===== config.mk =====
export PLATFORM = sky130hd
export DESIGN_NAME = reg_writeback
export DESIGN_NICKNAME = d
export VERILOG_FILES = /design/src/rtl/rf_pkg.sv /design/src/rtl/wb_arbiter.sv /design/src/rtl/reg_writeback.sv
export SDC_FILE = /design/constraint.sdc
export NUM_CORES = 1
export LEC_CHECK = 0
export ABC_AREA = 1
export CORE_MARGIN = 2
export CORE_UTILIZATION = 45
export DETAILED_ROUTE_END_ITERATION = 6
export PLACE_DENSITY_LB_ADDON = 0.3
export SLEW_MARGIN = 25
export SYNTH_ARGS = -nofsm -noshare
export SYNTH_HDL_FRONTEND = slang
export SYNTH_SLANG_ARGS = --single-unit

===== constraint.sdc =====
create_clock -name clk -period 2.1 [get_ports clk]
set_input_delay 0.315 -clock clk [delete_from_list [all_inputs] [get_ports clk]]
set_output_delay 0.315 -clock clk [all_outputs]
set_load 0.02 [all_outputs]

===== src/rtl/rf_pkg.sv =====
// Shared constants and types for the register-file writeback slice.
//   XLEN       data width
//   AW         register address width
//   NREGS      number of architectural registers (2**AW)
//   STARVE_MAX consecutive lost arbitrations an ALU result tolerates
//   wb_src_e   which producer owns the write port in a given cycle
package rf_pkg;

  localparam int XLEN       = 32;
  localparam int AW         = 5;
  localparam int NREGS      = 1 << AW;
  localparam int STARVE_MAX = 4;

  typedef enum logic [1:0] {
    WB_NONE,
    WB_ALU,
    WB_LOAD
  } wb_src_e;

endpackage


===== src/rtl/wb_arbiter.sv =====
// One-write-per-cycle arbiter between the ALU and the load unit.
// Loads win ties so memory latency is not stretched further, but an ALU
// result that has lost STARVE_MAX consecutive cycles is granted next.
// Ports:
//   clk, rst              clock, asynchronous active-low reset
//   alu_valid, ld_valid   producer has a result waiting
//   grant                 selected source this cycle (combinational)
//   alu_ready, ld_ready   handshake back to the producers (one-hot or zero)
module wb_arbiter
  import rf_pkg::*;
#(
  parameter int STARVE_MAX_P = STARVE_MAX
) (
  input  logic    clk,
  input  logic    rst,
  input  logic    alu_valid,
  input  logic    ld_valid,
  output wb_src_e grant,
  output logic    alu_ready,
  output logic    ld_ready
);

  localparam int CW = (STARVE_MAX_P > 0) ? $clog2(STARVE_MAX_P + 1) : 1;

  logic [CW-1:0] starve_cnt;
  logic          starved;

  assign starved = (starve_cnt == CW'(STARVE_MAX_P));

  always_comb begin
    // NOTE: default assignment first so every path drives grant; no latch.
    grant = WB_NONE;
    if (alu_valid && (!ld_valid || starved)) begin
      grant = WB_ALU;
    end else if (ld_valid) begin
      grant = WB_LOAD;
    end
  end

  assign alu_ready = (grant == WB_ALU);
  assign ld_ready  = (grant == WB_LOAD);

  // The counter cannot pass STARVE_MAX_P: once it gets there a valid ALU
  // result is always granted, which clears it.
  always_ff @(posedge clk or negedge rst) begin
    if (!rst) begin
      starve_cnt <= '0;
    end else if (!alu_valid || grant == WB_ALU) begin
      starve_cnt <= '0;
    end else begin
      // NOTE: non-blocking for all clocked state so every flop samples pre-edge values.
      starve_cnt <= starve_cnt + 1'b1;
    end
  end

endmodule


===== src/rtl/reg_writeback.sv =====
// Writeback stage: owns the register-file write port, arbitrates ALU and
// load results, and keeps the pending-write scoreboard used by decode.
// Ports:
//   clk, rst                         clock, asynchronous active-low reset
//   iss_valid/iss_rd/iss_ready       decode issue of a register-writing op
//   alu_valid/alu_rd/alu_data/ready  ALU result handshake
//   ld_valid/ld_rd/ld_data/ready     load result handshake
//   rf_wren (active-low), rf_rd_addr, rf_data, rf_is_load  register-file write
//   rs_addr1/2, hazard1/2            decode source lookup against the scoreboard
//   busy                             scoreboard, bit i = write to xi outstanding
//   wb_err                           sticky: result for a register not marked busy
module reg_writeback
  import rf_pkg::*;
#(
  parameter int XLEN_P       = XLEN,
  parameter int AW_P         = AW,
  parameter int STARVE_MAX_P = STARVE_MAX,
  parameter int NREGS_P      = 1 << AW_P
) (
  input  logic               clk,
  input  logic               rst,
  input  logic               iss_valid,
  input  logic [AW_P-1:0]    iss_rd,
  output logic               iss_ready,
  input  logic               alu_valid,
  input  logic [AW_P-1:0]    alu_rd,
  input  logic [XLEN_P-1:0]  alu_data,
  output logic               alu_ready,
  input  logic               ld_valid,
  input  logic [AW_P-1:0]    ld_rd,
  input  logic [XLEN_P-1:0]  ld_data,
  output logic               ld_ready,
  output logic               rf_wren,
  output logic [AW_P-1:0]    rf_rd_addr,
  output logic [XLEN_P-1:0]  rf_data,
  output logic               rf_is_load,
  input  logic [AW_P-1:0]    rs_addr1,
  input  logic [AW_P-1:0]    rs_addr2,
  output logic               hazard1,
  output logic               hazard2,
  output logic [NREGS_P-1:0] busy,
  output logic               wb_err
);

  wb_src_e              grant;
  logic [AW_P-1:0]      sel_rd;
  logic [XLEN_P-1:0]    sel_data;
  logic                 issue_fire;
  logic [NREGS_P-1:0]   busy_next;

  wb_arbiter #(
    .STARVE_MAX_P(STARVE_MAX_P)
  ) u_arb (
    .clk      (clk),
    .rst      (rst),
    .alu_valid(alu_valid),
    .ld_valid (ld_valid),
    .grant    (grant),
    .alu_ready(alu_ready),
    .ld_ready (ld_ready)
  );

  // x0 is hardwired, so issuing to it never waits on the scoreboard.
  assign iss_ready  = ~busy[iss_rd] | (iss_rd == '0);
  assign issue_fire = iss_valid & iss_ready & (iss_rd != '0);

  assign hazard1 = busy[rs_addr1] & (rs_addr1 != '0);
  assign hazard2 = busy[rs_addr2] & (rs_addr2 != '0);

  always_comb begin
    sel_rd   = alu_rd;
    sel_data = alu_data;
    if (grant == WB_LOAD) begin
      sel_rd   = ld_rd;
      sel_data = ld_data;
    end
  end

  // The clear follows the registered write so the bit drops on the same
  // edge the register file commits. The set is applied last so it wins a
  // same-edge collision on one bit.
  always_comb begin
    busy_next = busy;
    if (!rf_wren) begin
      busy_next[rf_rd_addr] = 1'b0;
    end
    if (issue_fire) begin
      busy_next[iss_rd] = 1'b1;
    end
    busy_next[0] = 1'b0;
  end

  always_ff @(posedge clk or negedge rst) begin
    // NOTE: the whole scoreboard is reset; decode must never see stale hazards after reset.
    if (!rst) begin
      busy <= '0;
    end else begin
      busy <= busy_next;
    end
  end

  always_ff @(posedge clk or negedge rst) begin
    if (!rst) begin
      wb_err <= 1'b0;
    end else if (grant != WB_NONE && sel_rd != '0 && !busy[sel_rd]) begin
      wb_err <= 1'b1;
    end
  end

  // A grant to x0 is consumed but leaves the write enable deasserted.
  always_ff @(posedge clk or negedge rst) begin
    if (!rst) begin
      rf_wren    <= 1'b1;
      rf_rd_addr <= '0;
      rf_data    <= '0;
      rf_is_load <= 1'b0;
    end else if (grant != WB_NONE) begin
      rf_wren    <= (sel_rd == '0);
      rf_rd_addr <= sel_rd;
      rf_data    <= sel_data;
      rf_is_load <= (grant == WB_LOAD);
    end else begin
      rf_wren    <= 1'b1;
    end
  end

endmodule


## Word level (Yosys, flattened, before mapping)

Cells that the tools add are included.

| operators by class | value |
|---|---|
| $add $sub $neg | 1 |
| $lt $le $gt $ge | 7 |
| equality and inequality tests | 3 |
| mux-type cells | 20 |
| bitwise operators | 9 |
| reduce and logical (&&, ||, !) cells | 17 |

Operators with widths:

| cell | count |
|---|---|
| 32-bit two-way mux | 3 |
| 32-bit AND | 1 |
| 32-bit NOT | 1 |
| 32-bit bitwise OR | 1 |
| 5-bit by 6-bit < comparator with 1-bit output (second input constant) | 5 |
| 1-bit binary-select mux with 5-bit select | 4 |
| 5-bit nonzero test | 4 |
| 1-bit demux with 5-bit select | 2 |
| 5-bit by 1-bit >= comparator with 1-bit output (second input constant) | 2 |
| 5-bit zero test | 2 |
| 1-bit two-way mux | 7 |
| 1-bit logical AND | 5 |
| 5-bit two-way mux | 1 |
| 1-bit AND | 4 |
| 2-bit two-way mux | 2 |
| 3-bit by 1-bit adder with 3-bit output (second input constant) | 1 |
| 3-bit == test (second input constant) | 1 |
| 1-bit zero test | 3 |
| 3-bit two-way mux | 1 |
| 2-bit by 1-bit == test with 1-bit output (second input constant) | 1 |
| 2-bit == test (second input constant) | 1 |
| 1-bit logical OR | 2 |
| 2-bit nonzero test | 1 |
| 1-bit NOT | 1 |
| 1-bit bitwise OR | 1 |

| storage, ports and cells | value |
|---|---|
| flip-flop bits (word level) | 74 |
| word-level logic and storage cells | 64 |

## Logic depth before layout (Yosys ltp)

| depth | value |
|---|---|
| word-level depth | 10 |
| mapped depth | 16 |
| mapped depth without buffers | 16 |

## Modules after synthesis

From an unflattened synthesis, not the netlist that was laid out.

| unflattened totals | value |
|---|---|
| cell total of the unflattened synthesis | 708 |
| area total of the unflattened synthesis | 4724.5 um2 |

Modules (own cells, without submodules):

| module | instances | cells each | area an instance (um2) |
|---|---|---|---|
| reg_writeback | 1 | 685 | 4538.1 |
| wb_arbiter | 1 | 23 | 186.4 |

## Worst setup path after synthesis

OpenSTA, ideal clock, no wires.

| timing path | value |
|---|---|
| path kind | flip-flop to output port |
| start | reg busy[17] |
| end | out hazard1 |
| arrival | 1431 ps |
| data required time | 1785 ps |
| path slack | 354 ps |
| stages on the path, launching flop included | 8 |
| path buffers | 0 |
| cell sequence | dfrtp_1 inv_1 a21oi_1 o21ai_0 a211o_1 nand3_1 a31oi_1 nor2_1 |

| on the way | value |
|---|---|
| word-level cells in the longest chain between the ends | 3 |

Ends and longest elaborated chain:

| element | line | text |
|---|---|---|
| from (decl) | reg_writeback.sv:41 | `output logic [NREGS_P-1:0] busy,` |
| from (signal assigned) | reg_writeback.sv:98 | `busy <= busy_next;` |
| 1-bit binary-select mux with 5-bit select | reg_writeback.sv:67 | `assign hazard1 = busy[rs_addr1] & (rs_addr1 != '0);` |
| 1-bit two-way mux (not written as such) | reg_writeback.sv:67 |  |
| 1-bit AND | reg_writeback.sv:67 |  |
| to (decl) | reg_writeback.sv:39 | `output logic hazard1,` |

Every way passes these cells. The select of a mux whose other input is x is not followed.

## Worst setup path in the final report

| timing path | value |
|---|---|
| start | reg busy[22] |
| end | out hazard1 |

The elaborated chain is that of the path after synthesis.

==> results_dict.tcl <==
set metrics [dict create \
    syn_inst 677 \
    drive_gt1_share_pct 20.2 \
    first_iter_violations 679 \
    cts_tree "yes" \
    switching_share_pct 42.7 \
    post-synth-top-area-cell "dfrtp_1" \
    routed_via_density 5.70 \
    synth.mux.area_fraction_pct 0 \
    synth_area_per_cell_um2 6.92 \
    internal-power_mw 4.27 \
    hp-class "input pin to asynchronous set/reset pin" \
    p_leak_nw 3.52 \
    violations "negative setup slack" \
    synth_top_family_by_area "simple AND/OR/NAND/NOR gates" \
    vdd_drop_max_mv 0.906 \
    drc_errors 0 \
    synth_edf_count 0 \
    cts_max_path_buffers 2 \
    clkSinkCount 74 \
    post-place-ws_ns -0.696 \
    worstPathRequired_ns 1.78 \
    path_buf_inv 3 \
    synth_xor_area_share_pct 0.187 \
    die_h_um 106 \
    syn_nets 773 \
    clock_skew_ns 0.0122 \
    power.switching_mw 3.18 \
    synth_cell_types 37 \
    status "finished with violations" \
    place_area_um2 7190 \
    seqPwrFrac_pct 29.8 \
    wire_per_inst_um 18.3 \
    drv_cap 0 \
    ys_seq_area_share_pct 39.6 \
    crit_type "register to primary output" \
    powerDensity_nw_per_um2 983 \
    synthSimpleGateAreaFrac_pct 34.7 \
    synth.ff_latch_count 74 \
    period_share_pct 101 \
    finalWorstSetupSlack_ns -0.0153 \
    synthAdderAreaFrac_pct 0.534 \
    regToRegStartpoint "u_arb.starve_cnt[0]" \
    fp-row-count 37 \
    dr.pass1.iters 5 \
    grt_usage_pct 35.2 \
    worstSetupEndpointType "primary output" \
    fmax_ghz 0.473 \
    hold-worst-slack_ns 0.461 \
    final_util_pct 74.1 \
    clkPwrFrac_pct 15.9 \
    htreeDepth 3 \
    arrival_ns 1.80 \
    path_depth 10 \
    dp_hpwl_um 15300 \
    ant_nets 0 \
    slew_violations 0 \
    hold_violations 0 \
    grt_pass1_wl_um 30600 \
    gp_congestion 1.06 \
    critPathMaxFanout 3 \
    fin_tns_setup_ns -0.0153 \
    port_buffers 169 \
    syn_area_um2 4680 \
    vias 6158 \
    antenna_cells 0 \
    ys.flop_type "dfrtp_1" \
    rsz0062_at_grt "true" \
    syn2layout_area_growth_pct 61.8 \
    numCtsBuffers 9 \
    netlist_top_cells_count "179 x nand2_1, 120 x nand3_1, 73 x dfrtp_1" \
    setup_violations 1 \
    grt_max_degree 33 \
    path_clk_slew_ns 0.09 \
    netlist_top_cells_area "dfrtp_1 39%, nand2_1 14%, nand3_1 13%" \
    crit_family "buffers and inverters" \
    antenna_found_initial 0 \
    fin_area_um2 7580 \
    overflow 0 \
    cp-startpoint "busy[22]" \
    yosysWarnings 0 \
    core_region_area_um2 10200 \
    critPathLaunchType "register" \
    synth_top_area_share_pct 39.0 \
    finalWirelength_um 19800 \
    fin_crit_ns 2.12 \
    synth-compound-area-share_pct 15.8 \
    cts-root-buf "clkbuf_8" \
    start_util_pct 45.8 \
    die_x_um 106 \
    relSlewSlack_pct 64.4 \
    nets 1036 \
    async_flop_share_pct 100 \
    clock_latency_ns 0.35 \
    critical_path.cell_chain "inv_1 -> buf_4 -> a21oi_1 -> o21ai_0 -> nand2_1 -> nand2_1 -> nand3_1 -> a31oi_1 -> nor2_1 -> buf_4" \
    fp.dieArea_um2 11200 \
    fill_cells 806 \
    slowest_delay_ns 0.40 \
    slowest_stage "dfrtp_1" \
    worst_pin_slew_ns 0.533 \
    comb_power_share_pct 54.2 \
    grt_pass1_vias 5953 \
    ios 171 \
    ff2ff_path_depth 15 \
    yosysMostFrequentCell "nand2_1" \
]
[cell usage in the layout (no fill, tap or decap), types with 5 or more instances in the layout]
master	count
dlygate4sd2_1	5
dfrtp_1	68
a21oi_1	25
nor3_2	6
inv_2	19
dfrtp_2	5
buf_4	108
o22ai_1	11
nand2_1	177
clkdlybuf4s50_1	155
nand4_1	10
clkbuf_8	11
o21ai_1	11
nor2_1	38
inv_1	48
nand2_2	5
o21ai_0	67
nand3_1	119
[routing by layer]
layer / vias to the layer above / global-route usage (%) / wire length [µm]
met5: - / 0 / 0
met1: 2927 / 45.3 / 7960
met4: 0 / 15.4 / 724
li1: 2783 / - / -
met2: 389 / 56.9 / 9220
met3: 59 / 8.34 / 1850
[logic make-up (layout without fill, tap and decap cells)]
| family | after synthesis | count (layout) |
|---|---|---|
| compound gates | 133 | 133 |
| xor+xnor | 1 | 1 |
| fa+ha+maj | 2 | 2 |
| buf+inv | 98 | 366 |
| flops | 74 | 74 |
| other cells | 1 | 1 |
| simple gates | 368 | 368 |
[worst paths after layout]
path | end | slack, ns
min in group clk | wb_err | 0.50
worst max-delay path | hazard1 | -0.02
worst min-delay path | busy[18] | 0.46
max in group asynchronous | busy[15] | 1.00
worst max register to register | wb_err | 0.09
worst min register to register | wb_err | 0.50
[power groups by stage]
| stage | Sequential (mW) | Combinational [mW] | Clock, mW |
|---|---|---|---|
| after floorplan | 2.57 | 1.10 | 0 |
| after CTS | 2.18 | 3.88 | 1.20 |
| after detailed placement | 2.20 | 3.86 | 0 |
| after global placement | 2.18 | 3.83 | 0 |
| after global routing | 2.24 | 4.26 | 1.26 |
| final | 2.22 | 4.04 | 1.19 |
[worst register-to-register path: cells and delay by family, from the launching register on]
kind	cells	cell delay, ns
simple gates	7	0.65
buf+inv	4	0.43
flops	1	0.38
compound gates	3	0.28
fa+ha+maj	1	0.20
[state kept, by name (all words and copies together), names as in the netlist]
register / cells
wb_err: 1
rf_is_load: 1
busy: 31
rf_data: 32
rf_wren: 1
rf_rd_addr: 5
u_arb.starve_cnt: 3
[through the flow]
step / std cells / power, mW
global placement: 1055 / 6.01
finish: 1081 / 7.45
global route: 1081 / 7.77
CTS: 1075 / 7.26
detailed placement: 1055 / 6.06
floorplan: 677 / 3.67
[area by class of cell]
cell class                      instances  area [µm²]  area share, %
Tap cell                              136         170           2.25
Clock buffer                           11         151           2.00
Sequential cell                        74        1860           24.5
Inverter                               70         268           3.53
Timing Repair Buffer                  280        2570           33.9
Multi-Input combinational cell        505        2500           33.0
Clock inverter                          5        60.1          0.792
[timing repair]
item                                    4_1_cts  5_1_grt
setup buffers                                 3        6
resized for setup                            37       40
pin swaps                                     3        9
hold endpoints to repair                     23        0
hold buffers                                  1        0
endpoints found under the setup margin        5        6
cloned                                        0        0
Note: power is estimated with default switching activity, not from simulation.
